==> config.mk <==
export PLATFORM = sky130hd
export DESIGN_NAME = vpu_dispatch_scheduler
export DESIGN_NICKNAME = d
export VERILOG_FILES = /design/src/rtl/vpu_dispatch_scheduler.sv
export SDC_FILE = /design/constraint.sdc
export NUM_CORES = 1
export LEC_CHECK = 0
export BUFFER_PORTS_ARGS = -buffer_cell sky130_fd_sc_hd__buf_2
export CAP_MARGIN = 20
export CORE_AREA = 4 4 68 117
export DETAILED_ROUTE_END_ITERATION = 8
export DIE_AREA = 0 0 72 121
export GPL_TIMING_DRIVEN = 0
export PLACE_DENSITY = 0.83
export SLEW_MARGIN = 10
export SYNTH_ARGS = -nofsm -noshare
export SYNTH_HDL_FRONTEND = slang
export SYNTH_SLANG_ARGS = --single-unit
==> constraint.sdc <==
create_clock -name clk_i -period 6.65 [get_ports clk_i]
set_clock_uncertainty 0.2 [all_clocks]
set_input_delay 1.6625 -clock clk_i [delete_from_list [all_inputs] [get_ports clk_i]]
set_output_delay 1.6625 -clock clk_i [all_outputs]
set_load 0.02 [all_outputs]
==> src/rtl/vpu_dispatch_scheduler.sv <==
// VPU dispatch scheduler: scoreboard hazard check, per-FU in-flight limiting and VCFG drain.
// Define VPU_SB_WB_BYPASS_EN to let a same-cycle writeback release a dependent instruction.
module vpu_dispatch_scheduler #(
    parameter int unsigned NUM_FU       = 4,
    parameter int unsigned FU_BITS      = 2,
    parameter int unsigned MAX_INFLIGHT = 3,
    parameter int unsigned CNT_BITS     = 3
) (
    input  logic                clk_i,
    input  logic                rst_i,
    input  logic                dispatch_entry_valid_i,
    input  logic [FU_BITS-1:0]  entry_fu_i,
    input  logic [4:0]          entry_vd_i,
    input  logic [4:0]          entry_vs1_i,
    input  logic [4:0]          entry_vs2_i,
    input  logic                entry_wr_vd_i,
    input  logic                entry_rd_vs1_i,
    input  logic                entry_rd_vs2_i,
    output logic                dispatch_ack_o,
    output logic [NUM_FU-1:0]   issue_valid_o,
    input  logic [NUM_FU-1:0]   issue_ready_i,
    input  logic [NUM_FU-1:0]   fu_done_i,
    input  logic                wb_valid_i,
    input  logic [4:0]          wb_vd_i,
    input  logic                drain_i,
    output logic                drain_done_o,
    output logic [31:0]         sb_busy_o
);

    typedef enum logic [1:0] {ST_RUN, ST_DRAIN, ST_DONE} state_t;

    localparam logic [CNT_BITS-1:0] CNT_MAX = CNT_BITS'(MAX_INFLIGHT);

    state_t              state;
    logic [31:0]         busy;
    logic [CNT_BITS-1:0] cnt [NUM_FU];

    logic [31:0]         wb_mask;
    logic [31:0]         set_mask;
    logic [31:0]         busy_chk;
    logic [NUM_FU-1:0]   inc_vec;
    logic                hazard;
    logic                fu_full;
    logic                fire;
    logic                pipe_empty;

    always_comb begin
        wb_mask = '0;
        if (wb_valid_i) wb_mask[wb_vd_i] = 1'b1;
    end

`ifdef VPU_SB_WB_BYPASS_EN
    assign busy_chk = busy & ~wb_mask;
`else
    assign busy_chk = busy;
`endif

    assign hazard = (entry_rd_vs1_i & busy_chk[entry_vs1_i])
                  | (entry_rd_vs2_i & busy_chk[entry_vs2_i])
                  | (entry_wr_vd_i  & busy_chk[entry_vd_i]);

    assign fu_full = (cnt[entry_fu_i] == CNT_MAX);

    // Issue request is formed without looking at ready, so FUs may wait on valid.
    always_comb begin
        issue_valid_o = '0;
        if (dispatch_entry_valid_i && (state == ST_RUN) && !drain_i && !hazard && !fu_full)
            issue_valid_o[entry_fu_i] = 1'b1;
    end

    assign inc_vec        = issue_valid_o & issue_ready_i;
    assign fire           = |inc_vec;
    assign dispatch_ack_o = fire;

    always_comb begin
        set_mask = '0;
        if (fire && entry_wr_vd_i) set_mask[entry_vd_i] = 1'b1;
    end

    // Set is applied after clear so a new writer keeps the register reserved.
    always_ff @(posedge clk_i or posedge rst_i) begin
        if (rst_i) busy <= '0;
        else       busy <= (busy & ~wb_mask) | set_mask;
    end

    assign sb_busy_o = busy;

    always_ff @(posedge clk_i or posedge rst_i) begin
        if (rst_i) begin
            for (int unsigned f = 0; f < NUM_FU; f++) cnt[f] <= '0;
        end else begin
            for (int unsigned f = 0; f < NUM_FU; f++) begin
                if (inc_vec[f] && !fu_done_i[f] && (cnt[f] != CNT_MAX))
                    cnt[f] <= cnt[f] + 1'b1;
                else if (fu_done_i[f] && !inc_vec[f] && (cnt[f] != '0))
                    cnt[f] <= cnt[f] - 1'b1;
            end
        end
    end

    always_comb begin
        pipe_empty = (busy == '0);
        for (int unsigned f = 0; f < NUM_FU; f++)
            if (cnt[f] != '0) pipe_empty = 1'b0;
    end

    always_ff @(posedge clk_i or posedge rst_i) begin
        if (rst_i) begin
            state        <= ST_RUN;
            drain_done_o <= 1'b0;
        end else begin
            case (state)
                ST_RUN: begin
                    drain_done_o <= 1'b0;
                    if (drain_i) state <= ST_DRAIN;
                end
                ST_DRAIN: begin
                    if (!drain_i) begin
                        state <= ST_RUN;
                    end else if (pipe_empty) begin
                        state        <= ST_DONE;
                        drain_done_o <= 1'b1;
                    end
                end
                ST_DONE: begin
                    state        <= ST_RUN;
                    drain_done_o <= 1'b0;
                end
                default: begin
                    state        <= ST_RUN;
                    drain_done_o <= 1'b0;
                end
            endcase
        end
    end

    for (genvar g = 0; g < NUM_FU; g++) begin : g_cnt_chk
        a_no_underflow: assert property (@(posedge clk_i) disable iff (rst_i)
            !(fu_done_i[g] && !inc_vec[g] && (cnt[g] == '0)));
        a_no_overflow: assert property (@(posedge clk_i) disable iff (rst_i)
            !(inc_vec[g] && !fu_done_i[g] && (cnt[g] == CNT_MAX)));
    end

endmodule

==> results.md <==
- H-tree depth: 2
- Status: complete, no violations
- Worst Setup End Kind: output pin
- Starting Density: 0.511
- Fin area: 4250 um^2
- Detail Placement HPWL: 8800 um
- Core area: around 7100 um^2
- F_max: 0.159 GHz
- Antenna Cells: 0
- Area Overhead vs Synth: 17.5%
- RSZ-0062 raised after global routing: false
- Final Critical Period: around 6.3 ns
- Grt total ovfl: 0
- Gpl congestion: around 0.93
- Io pins: between 70 and 80
- First-pass GRT wire length: roughly 18000 um
- Routed wire length: roughly 12000 um
- Synth warn: 0
- Period utilisation layout: 0.949
- Die height: approximately 120 um
- Final ANT Viol Nets: 0
- Worst-margin pin slew: ~0.66 ns
- WL/cell: 21.6 um
- DR vias: 3732
- Crit path max fanout: 10
- Drt first pass iters: 6
- EDFF count, synth: 0
- Cts-stage hold buffer count: 0
- Filler cell count: approximately 600
- Avg Cell Area, Syn: 9.64 um^2
- Synthesis-stage register bit count: 47
- Largest net degree at the start of global routing: 34
- Register Area: around 1200 um^2
- Endpoints failing setup: 0
- Pleak: 1.85 nW
- DRT iter0 DRCs: roughly 430
- Worst slew margin: 0.558
- Antenna violations before repair: 0
- # Post-CTS Setup Buffers: 0
- Area of the multi-input gates: roughly 2300 um^2
- Ys flop type: dfrtp_1
- Worst r2r src: sb_busy_o[31]
- Share of layout cells above drive strength 1: 0.269
- Die Wd: slightly above 70 um
- PnR worst setup slack: 0.342 ns
- Root Driver: clkbuf_16
- Via-to-Cell Ratio: approximately 6.9
- Max clock buf depth: 2
- PwrDens: 237 nW/um^2
- Placed Instance Area: 4090 um^2
- I/O Buffers: between 60 and 70
- Sequential share of the synthesized area: 0.325
- FFs w/ async S/R, synth: 1.00
- Cells after DPL: approximately 530
- Die area: ~8700 um^2
- Max-cap violations: 0
- Place WS: between 0.3 and 0.4 ns
- Final Util: 0.600
- CTS tree: done
- Post_cts resized: 0
- TNS Setup: 0 ns
- # nets final: 494
- Mapped cell area: approximately 3600 um^2
- Worst-Skew Late Latency: between 0.2 and 0.3 ns
- Hold Path Class: reg -> reg
- Hold path startpoint: state[1]
- Max VDD drop: between 0.0001 and 0.00015 V
- Critical Path RT: approximately 4.8 ns
- Vias in the first global route: roughly 3700
- Crit start category: input port
- Final std cells w/o fill: 539
- Netlist cell types: just over 60
- Arrival @ worst endpoint: approximately 4.5 ns
- Clk slew on worst S/H paths: ~0.070 ns
- Mapped Nets: roughly 420
- Site row count: between 40 and 50
- Max-slew violations: 0
- DRC: 0
- Syn Inst Count: 375
- Type of the worst setup path: in -> out
- Total track usage: 0.275
- CTS Buf Count: 5
- CTS sink cnt: 47
- Hold Violations, Final: 0
- Crit path from: entry_vs1_i[0]
## cell type report
| cell class | count | share of cell area |
|---|---|---|
| tap | 86 | 0.0253 |
| clock inverter | 1 | 0.00177 |
| inverter | 9 | 0.00795 |
| clock buffer | 7 | 0.0359 |
| timing repair buffer | 70 | 0.0860 |
| sequential | 47 | 0.277 |
| buffer | 23 | 0.0227 |
| multi-input combinational | 296 | 0.543 |
## cell families after synthesis
| group | share of synthesized area |
|---|---|
| mux | 0.204 |
| compound gates | 0.189 |
| xor+xnor | 0.00242 |
| buf+inv | 0.0360 |
| fa+ha+maj | 0.0222 |
| flops | 0.325 |
| simple gates | 0.222 |
## registers in the layout, summed over array words and instances (netlist names)
| register | flops |
|---|---|
| drain_done_o | 1 |
| cnt | 12 |
| state | 2 |
| sb_busy_o | 32 |
## worst max-delay path, cell delays in order
cell and delay, ns:
buf_2 0.23, mux4_2 0.53, mux2_2 0.30, a221o_1 0.32, a41o_1 0.32, nor3_2 0.32, clkbuf_1 0.38, and3_1 0.21
buf_2 0.16
## report_power, final
part / internal [W] / switching, W
logic: 0.000157 / 0.000188
clock network: 0.000160 / 0.000112
registers: 0.000325 / 0.0000621
total: 0.000642 / 0.000363
## path summary, 6_finish.rpt
check / endpoint / slack [ns] / depth (start not counted)
max: issue_valid_o[3] / 0.34 / 9
max in group asynchronous: sb_busy_o[16] / 4.60 / 3
min in group asynchronous: cnt[1] / 1.14 / 2
max reg2reg: cnt[11] / 2.35 / 13
min: drain_done_o / 0.29 / 1
min reg2reg: drain_done_o / 0.29 / 1
## through the flow
stage | total power (W) | hold slack, ns
5_1_grt | 0.00107 | 0.313
2_1_floorplan | 0.000627 | 0.243
4_1_cts | 0.00100 | 0.291
3_5_place_dp | 0.000729 | 0.290
6_report | 0.00101 | 0.291
3_3_place_gp | 0.000706 | 0.262
## cells in the mapped netlist, types with 3 or more instances
master | instances | area [um^2]
o21ai_0 | 73 | 365
dfrtp_1 | 47 | 1180
mux2i_1 | 24 | 240
mux4_2 | 21 | 473
nand2_1 | 17 | 63.8
nor2_1 | 16 | 60.1
clkbuf_1 | 13 | 48.8
nand3b_1 | 13 | 97.6
nand3_1 | 10 | 50.1
inv_1 | 9 | 33.8
buf_2 | 8 | 40.0
nand4_1 | 8 | 50.1
nor4_1 | 8 | 50.1
a21oi_1 | 7 | 35.0
nand2b_1 | 7 | 43.8
and3b_1 | 5 | 43.8
nor2b_1 | 5 | 31.3
nor3_1 | 5 | 25.0
and3_1 | 4 | 25.0
fa_1 | 4 | 80.1
nor3b_1 | 4 | 30.0
or3b_1 | 4 | 35.0
or3b_2 | 4 | 35.0
a211oi_1 | 3 | 22.5
nor4b_1 | 3 | 26.3
o211ai_1 | 3 | 22.5
## metal layers
metal	wire length, um	GRT usage
met2	6190	0.485
met3	955	0.0456
met4	624	0.162
met5	0	0
met1	3860	0.302
## cell usage in the layout, fill, tap and decap left out, drive strengths merged, types with 3 or more instances in the layout
cell    netlist  layout
a211oi        3       3
a21oi         7       7
and3          4       4
and3b         5       5
buf          10      80
clkbuf       13      20
dfrtp        47      47
fa            4       4
inv           9       9
mux2i        24      24
mux4         21      21
nand2        17      17
nand2b        7       7
nand3        10      10
nand3b       13      13
nand4         8       8
nor2         16      16
nor2b         5       5
nor3          6       6
nor3b         4       4
nor4          9       9
nor4b         4       4
o211ai        3       3
o21ai        75      75
or2           3       3
or3b          8       8
(Power assumes the default switching activity.)
